`config.mk`:
```
export PLATFORM = sky130hd
export DESIGN_NAME = riscv_commit_monitor
export DESIGN_NICKNAME = d
export VERILOG_FILES = /design/src/rtl/riscv_tb_pkg.sv /design/src/rtl/trace_fifo.sv /design/src/rtl/riscv_commit_monitor.sv
export SDC_FILE = /design/constraint.sdc
export NUM_CORES = 1
export LEC_CHECK = 0
export BUFFER_PORTS_ARGS = -buffer_cell sky130_fd_sc_hd__buf_2
export CAP_MARGIN = 30
export CORE_MARGIN = 2
export CORE_UTILIZATION = 60
export CTS_BUF_LIST = sky130_fd_sc_hd__clkbuf_8
export CTS_CLUSTER_SIZE = 14
export DETAILED_ROUTE_END_ITERATION = 10
export HOLD_SLACK_MARGIN = 0.06
export PLACE_DENSITY = 0.86
export SYNTH_ARGS = -nofsm -noshare
export SYNTH_HDL_FRONTEND = slang
export SYNTH_HIERARCHICAL = 1
export SYNTH_SLANG_ARGS = --single-unit
```
`constraint.sdc`:
```
create_clock -name clk -period 6.36 [get_ports clk]
set_input_delay 0.318 -clock clk [delete_from_list [all_inputs] [get_ports clk]]
set_output_delay 0.318 -clock clk [all_outputs]
set_load 0.01 [all_outputs]
```
`src/rtl/riscv_tb_pkg.sv`:
```
// Shared types and helpers for the commit monitor.
// Monitor state encoding and signature rotate.
package riscv_tb_pkg;

  typedef enum logic [1:0] {
    ST_IDLE    = 2'd0,
    ST_RUN     = 2'd1,
    ST_HALTED  = 2'd2,
    ST_TIMEOUT = 2'd3
  } mon_state_e;

  // Rotate left by one within the low w bits.
  // v must be zero-extended above bit w-1;
  // the caller truncates back to w bits.
  function automatic logic [63:0] rotl1(
    input logic [63:0] v,
    input int unsigned w
  );
    return (v << 1) | (v >> (w - 1));
  endfunction

endpackage

```
`src/rtl/trace_fifo.sv`:
```
// Show-ahead synchronous FIFO with sync clear.
// Ports: wr_en/wdata push, rd_en/rdata pop, full/empty/count.
module trace_fifo #(
  parameter int WIDTH = 64,
  parameter int DEPTH = 16,
  parameter int CW    = $clog2(DEPTH) + 1
) (
  input  logic             clk,
  input  logic             rst_n,
  input  logic             clr,
  input  logic             wr_en,
  input  logic [WIDTH-1:0] wdata,
  input  logic             rd_en,
  output logic [WIDTH-1:0] rdata,
  output logic             full,
  output logic             empty,
  output logic [CW-1:0]    count
);

  localparam int AW = $clog2(DEPTH);

  logic [WIDTH-1:0] mem [DEPTH];
  logic [AW-1:0]    wp_q, wp_d;
  logic [AW-1:0]    rp_q, rp_d;
  logic [CW-1:0]    cnt_q, cnt_d;
  logic             push, pop;

  assign full  = (cnt_q == CW'(DEPTH));
  assign empty = (cnt_q == '0);
  assign count = cnt_q;
  assign rdata = mem[rp_q];

  // Full implies non-empty, so a pop frees the slot.
  assign pop  = !clr && rd_en && !empty;
  assign push = !clr && wr_en && (!full || pop);

  always_comb begin
    wp_d  = wp_q;
    rp_d  = rp_q;
    cnt_d = cnt_q;
    if (clr) begin
      wp_d  = '0;
      rp_d  = '0;
      cnt_d = '0;
    end else begin
      if (push) wp_d = wp_q + 1'b1;
      if (pop)  rp_d = rp_q + 1'b1;
      unique case (1'b1)
        push && !pop: cnt_d = cnt_q + 1'b1;
        pop && !push: cnt_d = cnt_q - 1'b1;
        default:      cnt_d = cnt_q;
      endcase
    end
  end

  always_ff @(posedge clk or negedge rst_n) begin
    if (!rst_n) begin
      wp_q  <= '0;
      rp_q  <= '0;
      cnt_q <= '0;
    end else begin
      wp_q  <= wp_d;
      rp_q  <= rp_d;
      cnt_q <= cnt_d;
    end
  end

  always_ff @(posedge clk) begin
    if (push) mem[wp_q] <= wdata;
  end

endmodule

```
`src/rtl/riscv_commit_monitor.sv`:
```
// Commit-stream monitor: trace FIFO, signature, halt/timeout.
// Ports: cm_* commit in, rd_* drain, status/counters out.
module riscv_commit_monitor
  import riscv_tb_pkg::*;
#(
  parameter int XLEN        = 32,
  parameter int DEPTH       = 16,
  parameter int TIMEOUT     = 1024,
  parameter int HALT_REPEAT = 4
) (
  input  logic                     clk,
  input  logic                     rst_n,
  input  logic                     start,
  input  logic                     cm_valid,
  input  logic [XLEN-1:0]          cm_pc,
  input  logic [XLEN-1:0]          cm_result,
  input  logic [XLEN-1:0]          exp_sig,
  input  logic                     rd_en,
  output logic [XLEN-1:0]          rd_pc,
  output logic [XLEN-1:0]          rd_result,
  output logic                     empty,
  output logic [$clog2(DEPTH):0]   count,
  output logic                     overflow,
  output logic [XLEN-1:0]          signature,
  output logic [31:0]              cycle_cnt,
  output logic [31:0]              commit_cnt,
  output logic [1:0]               state,
  output logic                     done,
  output logic                     pass
);

  localparam int CW = $clog2(DEPTH) + 1;
  localparam logic [31:0] TO_LAST = 32'(TIMEOUT - 1);
  localparam logic [31:0] HR      = 32'(HALT_REPEAT);

  mon_state_e      state_q, state_d;
  logic [XLEN-1:0] sig_q, sig_d;
  logic [31:0]     cyc_q, cyc_d;
  logic [31:0]     cmt_q, cmt_d;
  logic            ovf_q, ovf_d;
  logic [31:0]     rep_q, rep_d;
  logic [XLEN-1:0] last_pc_q, last_pc_d;
  logic            lpv_q, lpv_d;

  logic            commit;
  logic            f_full;
  logic [2*XLEN-1:0] f_rdata;

  assign commit = !start && (state_q == ST_RUN) && cm_valid;

  trace_fifo #(
    .WIDTH (2 * XLEN),
    .DEPTH (DEPTH),
    .CW    (CW)
  ) u_fifo (
    .clk   (clk),
    .rst_n (rst_n),
    .clr   (start),
    .wr_en (commit),
    .wdata ({cm_pc, cm_result}),
    .rd_en (rd_en),
    .rdata (f_rdata),
    .full  (f_full),
    .empty (empty),
    .count (count)
  );

  always_comb begin
    state_d   = state_q;
    sig_d     = sig_q;
    cyc_d     = cyc_q;
    cmt_d     = cmt_q;
    ovf_d     = ovf_q;
    rep_d     = rep_q;
    last_pc_d = last_pc_q;
    lpv_d     = lpv_q;
    if (start) begin
      state_d   = ST_RUN;
      sig_d     = '0;
      cyc_d     = '0;
      cmt_d     = '0;
      ovf_d     = 1'b0;
      rep_d     = '0;
      last_pc_d = '0;
      lpv_d     = 1'b0;
    end else if (state_q == ST_RUN) begin
      // Counter holds on the timeout edge.
      if (cyc_q != TO_LAST && cyc_q != '1)
        cyc_d = cyc_q + 1'b1;
      if (cm_valid) begin
        cmt_d = cmt_q + 1'b1;
        sig_d = XLEN'(rotl1(64'(sig_q), XLEN))
              ^ cm_pc ^ cm_result;
        rep_d = (lpv_q && cm_pc == last_pc_q)
              ? rep_q + 1'b1 : 32'd1;
        last_pc_d = cm_pc;
        lpv_d     = 1'b1;
        if (f_full && !rd_en) ovf_d = 1'b1;
      end
      unique case (1'b1)
        cm_valid && rep_d == HR: state_d = ST_HALTED;
        cyc_q == TO_LAST:        state_d = ST_TIMEOUT;
        default:                 state_d = ST_RUN;
      endcase
    end
  end

  always_ff @(posedge clk or negedge rst_n) begin
    if (!rst_n) begin
      state_q   <= ST_IDLE;
      sig_q     <= '0;
      cyc_q     <= '0;
      cmt_q     <= '0;
      ovf_q     <= 1'b0;
      rep_q     <= '0;
      last_pc_q <= '0;
      lpv_q     <= 1'b0;
    end else begin
      state_q   <= state_d;
      sig_q     <= sig_d;
      cyc_q     <= cyc_d;
      cmt_q     <= cmt_d;
      ovf_q     <= ovf_d;
      rep_q     <= rep_d;
      last_pc_q <= last_pc_d;
      lpv_q     <= lpv_d;
    end
  end

  assign rd_pc      = f_rdata[2*XLEN-1:XLEN];
  assign rd_result  = f_rdata[XLEN-1:0];
  assign overflow   = ovf_q;
  assign signature  = sig_q;
  assign cycle_cnt  = cyc_q;
  assign commit_cnt = cmt_q;
  assign state      = state_q;
  assign done       = (state_q == ST_HALTED)
                   || (state_q == ST_TIMEOUT);
  assign pass       = (state_q == ST_HALTED)
                   && (sig_q == exp_sig);

endmodule

```
==> impl_metrics.env <==
export IMPL_synth_edf_count=1024
export IMPL_port_buffers=271
export IMPL_finalPower_mw=18.23
export IMPL_dp_hpwl_um=77430
export IMPL_die_h_um=292.2
export IMPL_cts_setup_buffers=0
export IMPL_syn_to_final_growth_pct=13.47
export IMPL_drcViolationCount=0
export IMPL_final_area_mm2=0.05654
export IMPL_synth_area_leaders="edfxtp_1, dfrtp_1, mux4_2"
export IMPL_crit_path_max_fanout=58
export IMPL_critPathCaptureType="primary output"
export IMPL_grt_total_usage=0.3180
export IMPL_yosysTopAreaCell="edfxtp_1"
export IMPL_die_w_um=292.2
export IMPL_fp_coreArea_mm2=0.08211
export IMPL_max_freq_ghz=0.2154
export IMPL_cp_data_required_time_ps=6040
export IMPL_worst_setup_path_start_kind="register"
export IMPL_cpMaxStageDelayCell="buf_4"
export IMPL_post_cts_resized=0
export IMPL_cts_sinks=1201
export IMPL_dpl_worst_slack_ps=2505
export IMPL_critPathKind="register to primary output"
export IMPL_hold_worst_slack_ps=145.4
export IMPL_postLayoutSetupSlackWorst_ps=1718
export IMPL_ys_types=76
export IMPL_clkTransAtPathRegs_ps=60
export IMPL_synth_area_mm2=0.04983
export IMPL_rsz0062_at_grt="no"
export IMPL_arrival_ps=4320
export IMPL_fillers=4860
export IMPL_status="completed"
export IMPL_vias_per_cell=6.690
export IMPL_vias=31434
export IMPL_power_density_mw_per_mm2=322.5
export IMPL_placed_cells=4311
export IMPL_syn_area_per_cell_um2=16.15
export IMPL_ctsRootBufferMaster="clkbuf_8"
export IMPL_grt_max_degree=111
export IMPL_yosys_top_cells_count="edfxtp_1, nand2_1, mux2i_1, dfrtp_1, xnor2_1"
export IMPL_grt_pass1_wl_um=199100
export IMPL_cts_buffer_depth=3
export IMPL_grt_pass1_vias=31755
export IMPL_ant_nets=0
export IMPL_floorplan_initialDensity=0.6068
export IMPL_pin_count=272
export IMPL_antenna_found_initial=9
export IMPL_synth_most_common_cell="edfxtp_1"
export IMPL_ys_seq_area_frac=0.7060
export IMPL_period_needed_ps=4642
export IMPL_wirelength_um=135200
export IMPL_ys_ff_latch=1201
export IMPL_overflow=0
export IMPL_die_area_mm2=0.08537
export IMPL_drtIter0Drc=4585
export IMPL_drt_first_pass_iters=6
export IMPL_wire_per_inst_um=28.77
export IMPL_ys_flop_type="edfxtp_1"
export IMPL_fin_nets=3605
export IMPL_fin_setup_tns_ps=0
export IMPL_row_count=105
export IMPL_max_cap_violations=0
export IMPL_slew_limit_headroom=0.2972
export IMPL_dpl_cell_area_mm2=0.05240
export IMPL_yosysWarnings=6
export IMPL_cpMostUsedCell="buf_4"
export IMPL_crit_chain="buf_4 -> buf_4 -> mux4_2 -> a22oi_1 -> nand2_1 -> buf_2"
export IMPL_netlist_instances=3086
export IMPL_max_stage_delay_ps=890
export IMPL_setup_viol=0
export IMPL_finalMaxSlewViolations=0
export IMPL_async_reset_ff_frac=0.1474
export IMPL_drive_gt1_frac=0.2002
export IMPL_fin_crit_sh=0.7299
export IMPL_tightest_slew_ps=1050
export IMPL_netlist_area_leader_share=0.6171
export IMPL_finalClockSkew_ps=51.51
export IMPL_syn_num_nets=3199
export IMPL_hold_path_class="input pin to asynchronous set/reset pin"
export IMPL_fin_util=0.6886
export IMPL_cts_buffers_inserted=179
export IMPL_clk_latency_ps=860
export IMPL_finalNonFillerCells=4699
export IMPL_ir_worst_vdd_mv=0.2570
export IMPL_htree_levels=4
export IMPL_hold_viol=0
export IMPL_p_leak_nw=19.53
export IMPL_cts_tree="built"
export IMPL_gp_congestion=0.9377
[worst paths after layout]
check,start,to,slack (ps),depth (start not counted)
max,u_fifo/rp_q[1],rd_pc[9],1720,6
min,rst_n,cycle_cnt[9],150,2
max reg2reg,state[0],u_fifo/mem[12][62],2320,8
min reg2reg,last_pc_q[14],last_pc_q[14],540,2
max in group asynchronous,rst_n,signature[19],5060,4
min in group clk,start,rep_q[11],420,3
[per-layer routing]
| layer | up-vias | global-route usage | share of wire |
|---|---|---|---|
| met5 | - | 0 | 0.00055 |
| met4 | 12 | 0.1546 | 0.049 |
| met3 | 443 | 0.09545 | 0.13 |
| met2 | 2528 | 0.5113 | 0.48 |
| met1 | 15501 | 0.3973 | 0.34 |
| li1 | 12950 | - | - |
[report_power, final]
group          internal (mW)  switching, mW  leakage, nW
Sequential              8.63          0.204         11.6
Combinational           1.49           1.82         5.93
Clock                   3.09           2.99         1.97
[logic make-up after synthesis]
family / after synthesis / share of synthesized area
AOI/OAI and AO/OA: 449 / 0.06182
xor gates and xnor gates: 192 / 0.03375
adders and majority gates: 12 / 0.003164
buffers and inverters: 190 / 0.01956
DFF: 1201 / 0.7060
muxes: 399 / 0.1127
and+or+nand+nor: 643 / 0.06295
[layout by cell type, fill, tap and decap left out, types with 25 or more instances in the layout]
master	Yosys	final
a21oi_1	105	105
xor2_1	55	55
nand3_1	47	47
xnor2_1	137	137
o21ai_0	100	100
nand2_1	267	266
mux4_2	128	128
a221oi_1	128	128
a22oi_1	64	64
inv_1	25	94
nor2_1	108	104
dfrtp_1	177	173
dlygate4sd3_1	0	68
edfxtp_1	1024	1024
buf_4	18	32
nand4_1	51	51
clkbuf_8	0	191
clkinv_1	0	25
mux2i_1	266	266
buf_2	16	269
[final cells by class]
class | count | area (µm²) | share of cell area
sequential | 1201 | 35190 | 0.6224
multi-input combinational | 1695 | 13760 | 0.2433
timing repair buffer | 389 | 2743 | 0.04851
clock buffer | 190 | 2615 | 0.04625
tap | 1070 | 1339 | 0.02368
clock inverter | 126 | 790.8 | 0.01399
inverter | 26 | 98.84 | 0.001748
antenna | 2 | 5.005 | 0.00008852
[sequential cells by signal, indices dropped and copies added, names as in the netlist]
name / count
cycle_cnt: 32
rep_q: 32
u_fifo/wp_q: 4
commit_cnt: 32
u_fifo/count: 5
signature: 32
lpv_q: 1
overflow: 1
last_pc_q: 32
state: 2
u_fifo/mem: 1024
u_fifo/rp_q: 4
[critical path, delay by kind of cell (launching register included)]
family          cells  cell delay, ps
simple gates        1             220
compound gates      1             240
buf+inv             3            1850
flops               1             630
mux                 1             430
[timing repair]
action                                  CTS  global route
endpoints found under the hold margin  1232             0
hold buffers                             68             0
setup endpoints to repair                 0             0
Note: power is estimated with default switching activity, not from simulation.
